<file path="src/rtl/alu_arbiter.sv">
// alu_arbiter: round-robin arbiter sharing one ALU between two requesters, one op in flight
module alu_arbiter #(
  parameter int FP_ADD_LAT = 3,
  parameter int FP_MUL_LAT = 4
) (
  input  logic        clk,
  input  logic        reset,
  input  logic        req0_valid,
  input  logic        req1_valid,
  output logic        req0_ready,
  output logic        req1_ready,
  input  logic [5:0]  req0_opc,
  input  logic [5:0]  req1_opc,
  input  logic [31:0] req0_a,
  input  logic [31:0] req0_b,
  input  logic [31:0] req0_imm,
  input  logic [31:0] req1_a,
  input  logic [31:0] req1_b,
  input  logic [31:0] req1_imm,
  output logic [31:0] alu_a,
  output logic [31:0] alu_b,
  output logic [31:0] alu_imm,
  output logic [5:0]  alu_opc,
  output logic        alu_reset,
  input  logic [31:0] alu_result,
  output logic        rsp_valid,
  input  logic        rsp_ready,
  output logic        rsp_id,
  output logic [31:0] rsp_result
);
  typedef enum logic [1:0] {IDLE, EXEC, RESP} state_t;
  state_t      state;
  logic        last;
  logic [3:0]  cnt;
  logic        g0, g1;
  logic [5:0]  s_opc;
  logic [31:0] s_a, s_b, s_imm;
  logic [3:0]  lat_m1;
  // grant selection: the requester not granted last wins contention
  always_comb begin
    g0 = state == IDLE && req0_valid && (!req1_valid || last);
    g1 = state == IDLE && req1_valid && (!req0_valid || !last);
    s_opc = g1 ? req1_opc : req0_opc;
    s_a = g1 ? req1_a : req0_a;
    s_b = g1 ? req1_b : req0_b;
    s_imm = g1 ? req1_imm : req0_imm;
    lat_m1 = s_opc == 6'd23 ? 4'(FP_ADD_LAT - 1) : s_opc == 6'd24 ? 4'(FP_MUL_LAT - 1) : 4'd0;
  end
  assign req0_ready = g0;
  assign req1_ready = g1;
  assign alu_reset = ~reset;
  // FSM: latch the granted op, wait out the ALU latency, hold the response until accepted
  always_ff @(posedge clk or negedge reset) begin
    if (!reset) begin
      state <= IDLE;
      last <= 1'b1;
      cnt <= '0;
      alu_opc <= '0;
      alu_a <= '0;
      alu_b <= '0;
      alu_imm <= '0;
      rsp_valid <= 1'b0;
      rsp_id <= 1'b0;
      rsp_result <= '0;
    end else begin
      case (state)
        IDLE: if (g0 || g1) begin
          alu_opc <= s_opc;
          alu_a <= s_a;
          alu_b <= s_b;
          alu_imm <= s_imm;
          rsp_id <= g1;
          last <= g1;
          cnt <= lat_m1;
          state <= EXEC;
        end
        EXEC: if (cnt == 4'd0) begin
          rsp_result <= alu_opc == 6'd0 ? 32'd0 : alu_opc == 6'd5 ? alu_a :
                        alu_opc == 6'd16 ? alu_imm : alu_result;
          rsp_valid <= 1'b1;
          state <= RESP;
        end else begin
          cnt <= cnt - 4'd1;
        end
        RESP: if (rsp_ready) begin
          rsp_valid <= 1'b0;
          state <= IDLE;
        end
        default: state <= IDLE;
      endcase
    end
  end
endmodule

</file>
<file path="config.mk">
export PLATFORM = sky130hd
export DESIGN_NAME = alu_arbiter
export DESIGN_NICKNAME = d
export VERILOG_FILES = /design/src/rtl/alu_arbiter.sv
export SDC_FILE = /design/constraint.sdc
export NUM_CORES = 1
export LEC_CHECK = 0
export CAP_MARGIN = 10
export CORE_ASPECT_RATIO = 0.6
export CORE_MARGIN = 4
export CORE_UTILIZATION = 43
export CTS_CLUSTER_DIAMETER = 50
export CTS_CLUSTER_SIZE = 12
export DETAILED_ROUTE_END_ITERATION = 10
export GPL_TIMING_DRIVEN = 0
export PLACE_DENSITY = 0.87
export SETUP_SLACK_MARGIN = 0.1
export SLEW_MARGIN = 10
export SYNTH_ARGS = -nofsm -noshare
export SYNTH_HDL_FRONTEND = slang
export SYNTH_SLANG_ARGS = --single-unit
</file>
<file path="constraint.sdc">
create_clock -name clk -period 5.39 [get_ports clk]
set_clock_uncertainty 0.05 [all_clocks]
set_input_delay 0.8085 -clock clk [delete_from_list [all_inputs] [get_ports clk]]
set_output_delay 0.8085 -clock clk [all_outputs]
set_load 0.01 [all_outputs]
</file>
==> flow_metrics.py, run 1 <==
metrics = {
    "worst_setup_path": {
        "crit_arrival_ns": 3.26,
        "critPathTopFamily": "buffers and inverters",
        "worst-path-buf-inv": 4,
        "path_cells": "clkdlybuf4s50_1, nor3b_1, nand2_1, clkbuf_1, inv_1, clkdlybuf4s50_1",
        "end_kind": "primary output",
        "slowest_stage": "clkdlybuf4s50_1",
        "path_class": "input port to primary output",
        "crit_top_cell": "clkdlybuf4s50_1",
        "crit_fanout": 10,
        "worstPathRequired_ns": 4.53,
        "cpPeakStageDelay_ns": 0.57,
        "worstSetupStartpointType": "input port",
    },
    "floorplanning": {
        "die_width_um": 174,
        "coreArea_um2": 16300,
        "design.portCount": 380,
        "rows": 36,
        "initial_core_util_pct": 43.9,
        "die_h_um": 108,
        "die_area_um2": 18800,
    },
    "sta": {
        "worst_slack_ns": 1.27,
        "grt_setup_unrepaired": "no",
        "setup_viol": 0,
        "timing.fmax_ghz": 0.243,
        "period_share_pct": 76.4,
        "min_period_ns": 4.12,
        "final_max_slew_viol_count": 0,
        "hold_viol": 0,
        "holdWs_ns": 0.300,
        "maxSlewHeadroom_pct": 42.6,
        "tightest_slew_ns": 0.854,
    },
    "detailed_routing": {
        "drt_iter0_drc": 640,
        "drcViolationCount": 0,
        "drt-total-wl_um": 29100,
        "vias_per_cell": 5.58,
        "vias": 7700,
        "ant_nets": 0,
        "wl_per_cell_um": 21.1,
        "drt_pass1_iterations": 5,
    },
    "clock_tree": {
        "cts_buffer_depth": 2,
        "cts_resized": 0,
        "cts_tree": "yes",
        "postCtsHoldBufs": 0,
        "clkLatencyLatePin_ns": 0.41,
        "cts.clk_slew.worst_paths_ns": 0.07,
        "cts_setup_buffers": 0,
        "htreeDepth": 4,
        "cts-root-buf": "clkbuf_16",
        "cts.sinks": 143,
        "cts_inserted_buffers": 17,
    },
    "global_route": {
        "grt.total_usage_pct": 30.0,
        "antenna_found_initial": 1,
        "grt_pass1_wl_um": 44000,
        "grt_max_degree": 74,
        "first_global_vias": 7821,
        "overflow": 0,
    },
    "synthesis": {
        "yosys_most_used_dff": "dfrtp_1",
        "synth_cell_type_count": 34,
        "ys_warn_count": 0,
        "syn_inst": 740,
        "ys_seq_elements": 143,
        "synth_top_area_share_pct": 49.8,
        "ys_seq_area_share_pct": 50.1,
        "synthArstFlopShare_pct": 100,
        "syn-num-nets": 983,
        "netlist_area_um2": 7140,
        "synth_top_area_cell": "dfrtp_1",
        "syn_avg_cell_area_um2": 9.65,
        "synth_edf_count": 0,
        "synthTopCellsByArea": "dfrtp_1 (50%), mux2i_1 (14%), a21oi_1 (7.4%)",
    },
    "finish": {
        "drive_above_1_share_pct": 4.77,
        "diodes": 0,
        "area_growth_syn_to_layout_pct": 66.1,
        "nets": 1382,
        "final_common_cell": "clkdlybuf4s50_1",
        "final_cell_mix": "clkdlybuf4s50_1 (378), dfrtp_1 (142), nor2_1 (109), a21oi_1 (106), mux2i_1 (101)",
    },
    "pwr": {
        "ir_drop_v": 0.000260,
        "p_leak_nw": 5.13,
        "finalPower_mw": 6.55,
        "pwr_density_cell_nw_per_um2": 552,
    },
    "place": {
        "place_ws_ns": 1.33,
        "portBuffers": 379,
        "place_congestion": 0.898,
        "post-dp-hpwl_um": 22300,
    },
    "run_status": {
        "status": "finished, final reports clean",
    },
    "flow_run": {
        "maxCapViolations": 0,
    },
    "worst_hold_path": {
        "min_path_type": "input port to asynchronous set/reset pin",
    },
}
## layer usage
layer | share of wire [%] | wire [µm] | up-vias | track usage, %
met1 | 41 | 11900 | 3801 | 39.2
li1 | - | - | 3471 | -
met5 | 0.027 | 8 | - | 0
met4 | 2.2 | 629 | 2 | 8.64
met3 | 8.4 | 2460 | 47 | 7.51
met2 | 48 | 14100 | 379 | 49.7
## power by group
| group | switching [mW] | total, mW | internal, mW |
|---|---|---|---|
| sequential | 0.431 | 2.04 | 1.61 |
| combinational | 1.67 | 3.29 | 1.61 |
| clock | 0.502 | 1.22 | 0.717 |
| total | 2.61 | 6.55 | 3.94 |
## state kept, by name (all words and copies together) (netlist names)
register,flops
alu_a,32
alu_b,32
alu_imm,32
alu_opc,6
cnt,4
last,1
rsp_id,1
rsp_result,32
rsp_valid,1
state,2
## path summary, 6_finish.rpt
kind	endpoint	start	cells past startpoint	slack (ns)
worst max-delay path	req1_ready	req1_valid	6	1.27
worst min-delay path	alu_imm[21]	reset	1	0.30
worst max register to register	alu_imm[15]	state[1]	7	2.64
worst min register to register	rsp_result[12]	rsp_result[12]	1	0.46
max in group asynchronous	last	reset	2	4.20
min in group clk	rsp_result[12]	rsp_result[12]	1	0.46
## area by class of cell
type / count / area (µm²)
Fill cell: 1247 / 4410
Timing Repair Buffer: 380 / 3830
Sequential cell: 143 / 3580
Multi-Input combinational cell: 525 / 3240
Clock buffer: 19 / 453
Buffer: 64 / 288
Tap cell: 228 / 285
Clock inverter: 13 / 151
Inverter: 8 / 30.0
## worst reg2reg max path, cell delays in order, from the launching register on
cell and delay, ns:
dfrtp_1 0.43, nor2_1 0.21, and2_1 0.15, clkbuf_1 0.45, clkbuf_1 0.59, buf_1 0.55
nor2_1 0.11, a21oi_1 0.14
## cells by family (layout without fill, tap and decap cells)
family,Yosys count,count (layout),share of synthesized area (%)
adders and majority gates,2,2,0.350
xor gates and xnor gates,2,2,0.245
AOI/OAI and AO/OA,213,213,17.4
muxes,101,101,14.2
buffers and inverters,72,484,4.45
DFF,143,143,50.1
and+or+nand+nor,207,207,13.2
## synthesized netlist by cell type (8+ instances only)
master    count
o21ai_0      36
buf_2         8
nand3_1      35
mux2i_1     101
clkbuf_1     49
nor2_1      109
a22o_1       33
a31oi_1      34
dfrtp_1     142
a21oi_1     106
nor3_1       36
inv_1         8
## metrics by stage
stage / cells / TNS (ns) / area [µm²] / utilization [%]
2_1_floorplan: 740 / 0 / 7140 / -
3_3_place_gp: 1347 / -338.56 / 11200 / 69.0
3_5_place_dp: 1348 / 0 / 11300 / 69.2
4_1_cts: 1380 / 0 / 11900 / 72.9
5_1_grt: 1380 / 0 / 11900 / 72.9
6_report: 1380 / 0 / 11900 / 72.9
No activity file was read; power rests on OpenSTA's default activity.
==> run 2: changes to the inputs <==
--- a/config.mk
+++ b/config.mk
@@ -8,12 +8,12 @@
 export CAP_MARGIN = 10
 export CORE_ASPECT_RATIO = 0.6
 export CORE_MARGIN = 4
-export CORE_UTILIZATION = 43
+export CORE_UTILIZATION = 36
 export CTS_CLUSTER_DIAMETER = 50
 export CTS_CLUSTER_SIZE = 12
 export DETAILED_ROUTE_END_ITERATION = 10
 export GPL_TIMING_DRIVEN = 0
-export PLACE_DENSITY = 0.87
+export PLACE_DENSITY = 0.78
 export SETUP_SLACK_MARGIN = 0.1
 export SLEW_MARGIN = 10
 export SYNTH_ARGS = -nofsm -noshare
==> constraint.sdc (replaced) <==
create_clock -name clk -period 3.5 [get_ports clk]
set_clock_uncertainty 0.05 [all_clocks]
set_input_delay 0.525 -clock clk [delete_from_list [all_inputs] [get_ports clk]]
set_output_delay 0.525 -clock clk [all_outputs]
set_load 0.01 [all_outputs]
==> flow_metrics.py, run 2 (synthesized netlist as in run 1, its figures left out) <==
metrics = {
    "clock_tree": {
        "cts.sinks": 143,
        "cts.clk_slew.worst_paths_ns": 0.07,
        "cts_inserted_buffers": 17,
        "cts_tree": "yes",
        "htreeDepth": 4,
        "postCtsHoldBufs": 0,
        "cts-root-buf": "clkbuf_16",
        "clkLatencyLatePin_ns": 0.41,
        "cts_setup_buffers": 0,
        "cts_buffer_depth": 2,
    },
    "floorplanning": {
        "coreArea_um2": 19200,
        "initial_core_util_pct": 37.1,
        "die_area_um2": 22200,
        "die_h_um": 117,
        "design.portCount": 380,
        "die_width_um": 190,
        "rows": 39,
    },
    "pwr": {
        "finalPower_mw": 10.2,
        "pwr_density_cell_nw_per_um2": 857,
        "p_leak_nw": 5.14,
        "ir_drop_v": 0.000339,
    },
    "worst_setup_path": {
        "reg2reg_depth": 7,
        "crit_arrival_ns": 2.67,
        "path_class": "input port to primary output",
        "critPathTopFamily": "buffers and inverters",
        "cpPeakStageDelay_ns": 0.57,
        "rrSetupSlack_ns": 0.68,
        "end_kind": "primary output",
        "crit_fanout": 10,
        "worstPathRequired_ns": 2.92,
        "slowest_stage": "clkdlybuf4s50_1",
        "worst-path-buf-inv": 4,
        "crit_top_cell": "clkdlybuf4s50_1",
        "worstSetupStartpointType": "input port",
        "timing.rr.end": "alu_imm[11]",
        "path_cells": "clkdlybuf4s50_1, nor3b_2, nand2_1, clkbuf_2, inv_1, clkdlybuf4s50_1",
        "regToRegStartpoint": "state[1]",
    },
    "sta": {
        "setup_viol": 0,
        "tightest_slew_ns": 1.03,
        "final_max_slew_viol_count": 0,
        "min_period_ns": 3.24,
        "maxSlewHeadroom_pct": 31.4,
        "period_share_pct": 92.6,
        "hold_viol": 0,
        "holdWs_ns": 0.00818,
        "grt_setup_unrepaired": "no",
        "worst_slack_ns": 0.259,
        "timing.fmax_ghz": 0.309,
    },
    "place": {
        "place_congestion": 0.823,
        "place_ws_ns": -0.0910,
        "placed_area_um2": 11300,
        "portBuffers": 379,
        "post-dp-hpwl_um": 22900,
    },
    "flow_run": {
        "maxCapViolations": 0,
    },
    "finish": {
        "final_common_cell": "clkdlybuf4s50_1",
        "design_area_um2": 11900,
        "diodes": 0,
        "utilization_pct": 62.0,
        "nets": 1382,
        "drive_above_1_share_pct": 4.69,
        "area_growth_syn_to_layout_pct": 67.1,
        "final_cell_mix": "clkdlybuf4s50_1 (378), dfrtp_1 (142), nor2_1 (109), a21oi_1 (106), mux2i_1 (101)",
    },
    "detailed_routing": {
        "wl_per_cell_um": 21.1,
        "drt_iter0_drc": 483,
        "vias_per_cell": 5.37,
        "vias": 7621,
        "ant_nets": 0,
        "drt-total-wl_um": 30000,
        "drcViolationCount": 0,
        "drt_pass1_iterations": 5,
    },
    "global_route": {
        "grt_pass1_wl_um": 44400,
        "grt.total_usage_pct": 25.9,
        "overflow": 0,
        "first_global_vias": 7631,
        "grt_max_degree": 74,
        "antenna_found_initial": 2,
    },
    "run_status": {
        "status": "finished, final reports clean",
    },
    "worst_hold_path": {
        "min_path_type": "input port to asynchronous set/reset pin",
    },
}
==> run 2: cell count changes in the layout (fill, tap and decap cells not counted) <==
cell / before / now
nor3b_1: 2 / 1
clkbuf_8: 2 / 0
clkbuf_2: 0 / 1
nor3b_2: 0 / 1
inv_8: 1 / 0
clkinvlp_4: 3 / 1
bufinv_16: 2 / 4
clkbuf_1: 49 / 51
==> run 2: per-stage QoR <==
| stage | std cells | TNS (ns) |
|---|---|---|
| floorplan | 740 | 0 |
| global placement | 1385 | -584.74 |
| detailed placement | 1386 | -0.0910 |
| CTS | 1418 | 0 |
| global route | 1418 | 0 |
| finish | 1418 | 0 |
==> run 2: worst max path at each step <==
stage,to,cells past startpoint,startpoint
5_1_grt,req1_ready,6,req1_valid
4_1_cts,req1_ready,6,req1_valid
3_3_place_gp,rsp_result[23],1,reset
3_5_place_dp,req1_ready,6,req1_valid
6_report,req1_ready,6,req1_valid
2_1_floorplan,rsp_result[10],7,alu_opc[3]
==> run 2: final cells by class <==
class / instances / area (µm²)
clock inverters: 12 / 185
fillers: 1681 / 7300
multi-input cells: 525 / 3250
clock buffers: 20 / 437
well taps: 266 / 333
repair buffers: 380 / 3830
flip-flops and latches: 143 / 3580
plain buffers: 64 / 289
inverters: 8 / 30.0
==> run 2: power breakdown <==
group | internal [mW] | total [mW] | switching, mW | leakage [nW]
Combinational | 2.49 | 5.11 | 2.62 | 3.22
Clock | 1.21 | 1.97 | 0.761 | 0.300
Sequential | 2.48 | 3.14 | 0.662 | 1.63
Total | 6.17 | 10.2 | 4.04 | 5.14
==> run 2: worst register-to-register path, stage by stage, from the launching register on <==
cell and delay (ns):
dfrtp_1 0.44, nor2_1 0.21, and2_1 0.15, clkbuf_1 0.49, clkbuf_1 0.60, buf_1 0.54, nor2_1 0.08, a21oi_1 0.17
==> run 2: repair_timing <==
action	CTS	global route
resized for setup	1	3
pin swaps	0	0
setup endpoints to repair	1	1
hold endpoints to repair	0	0
==> run 2: metal layers <==
layer | track usage [%] | wire [µm]
met3 | 8.12 | 3050
met5 | 0 | 24
met1 | 34.1 | 12300
met4 | 5.39 | 437
met2 | 42.7 | 14200
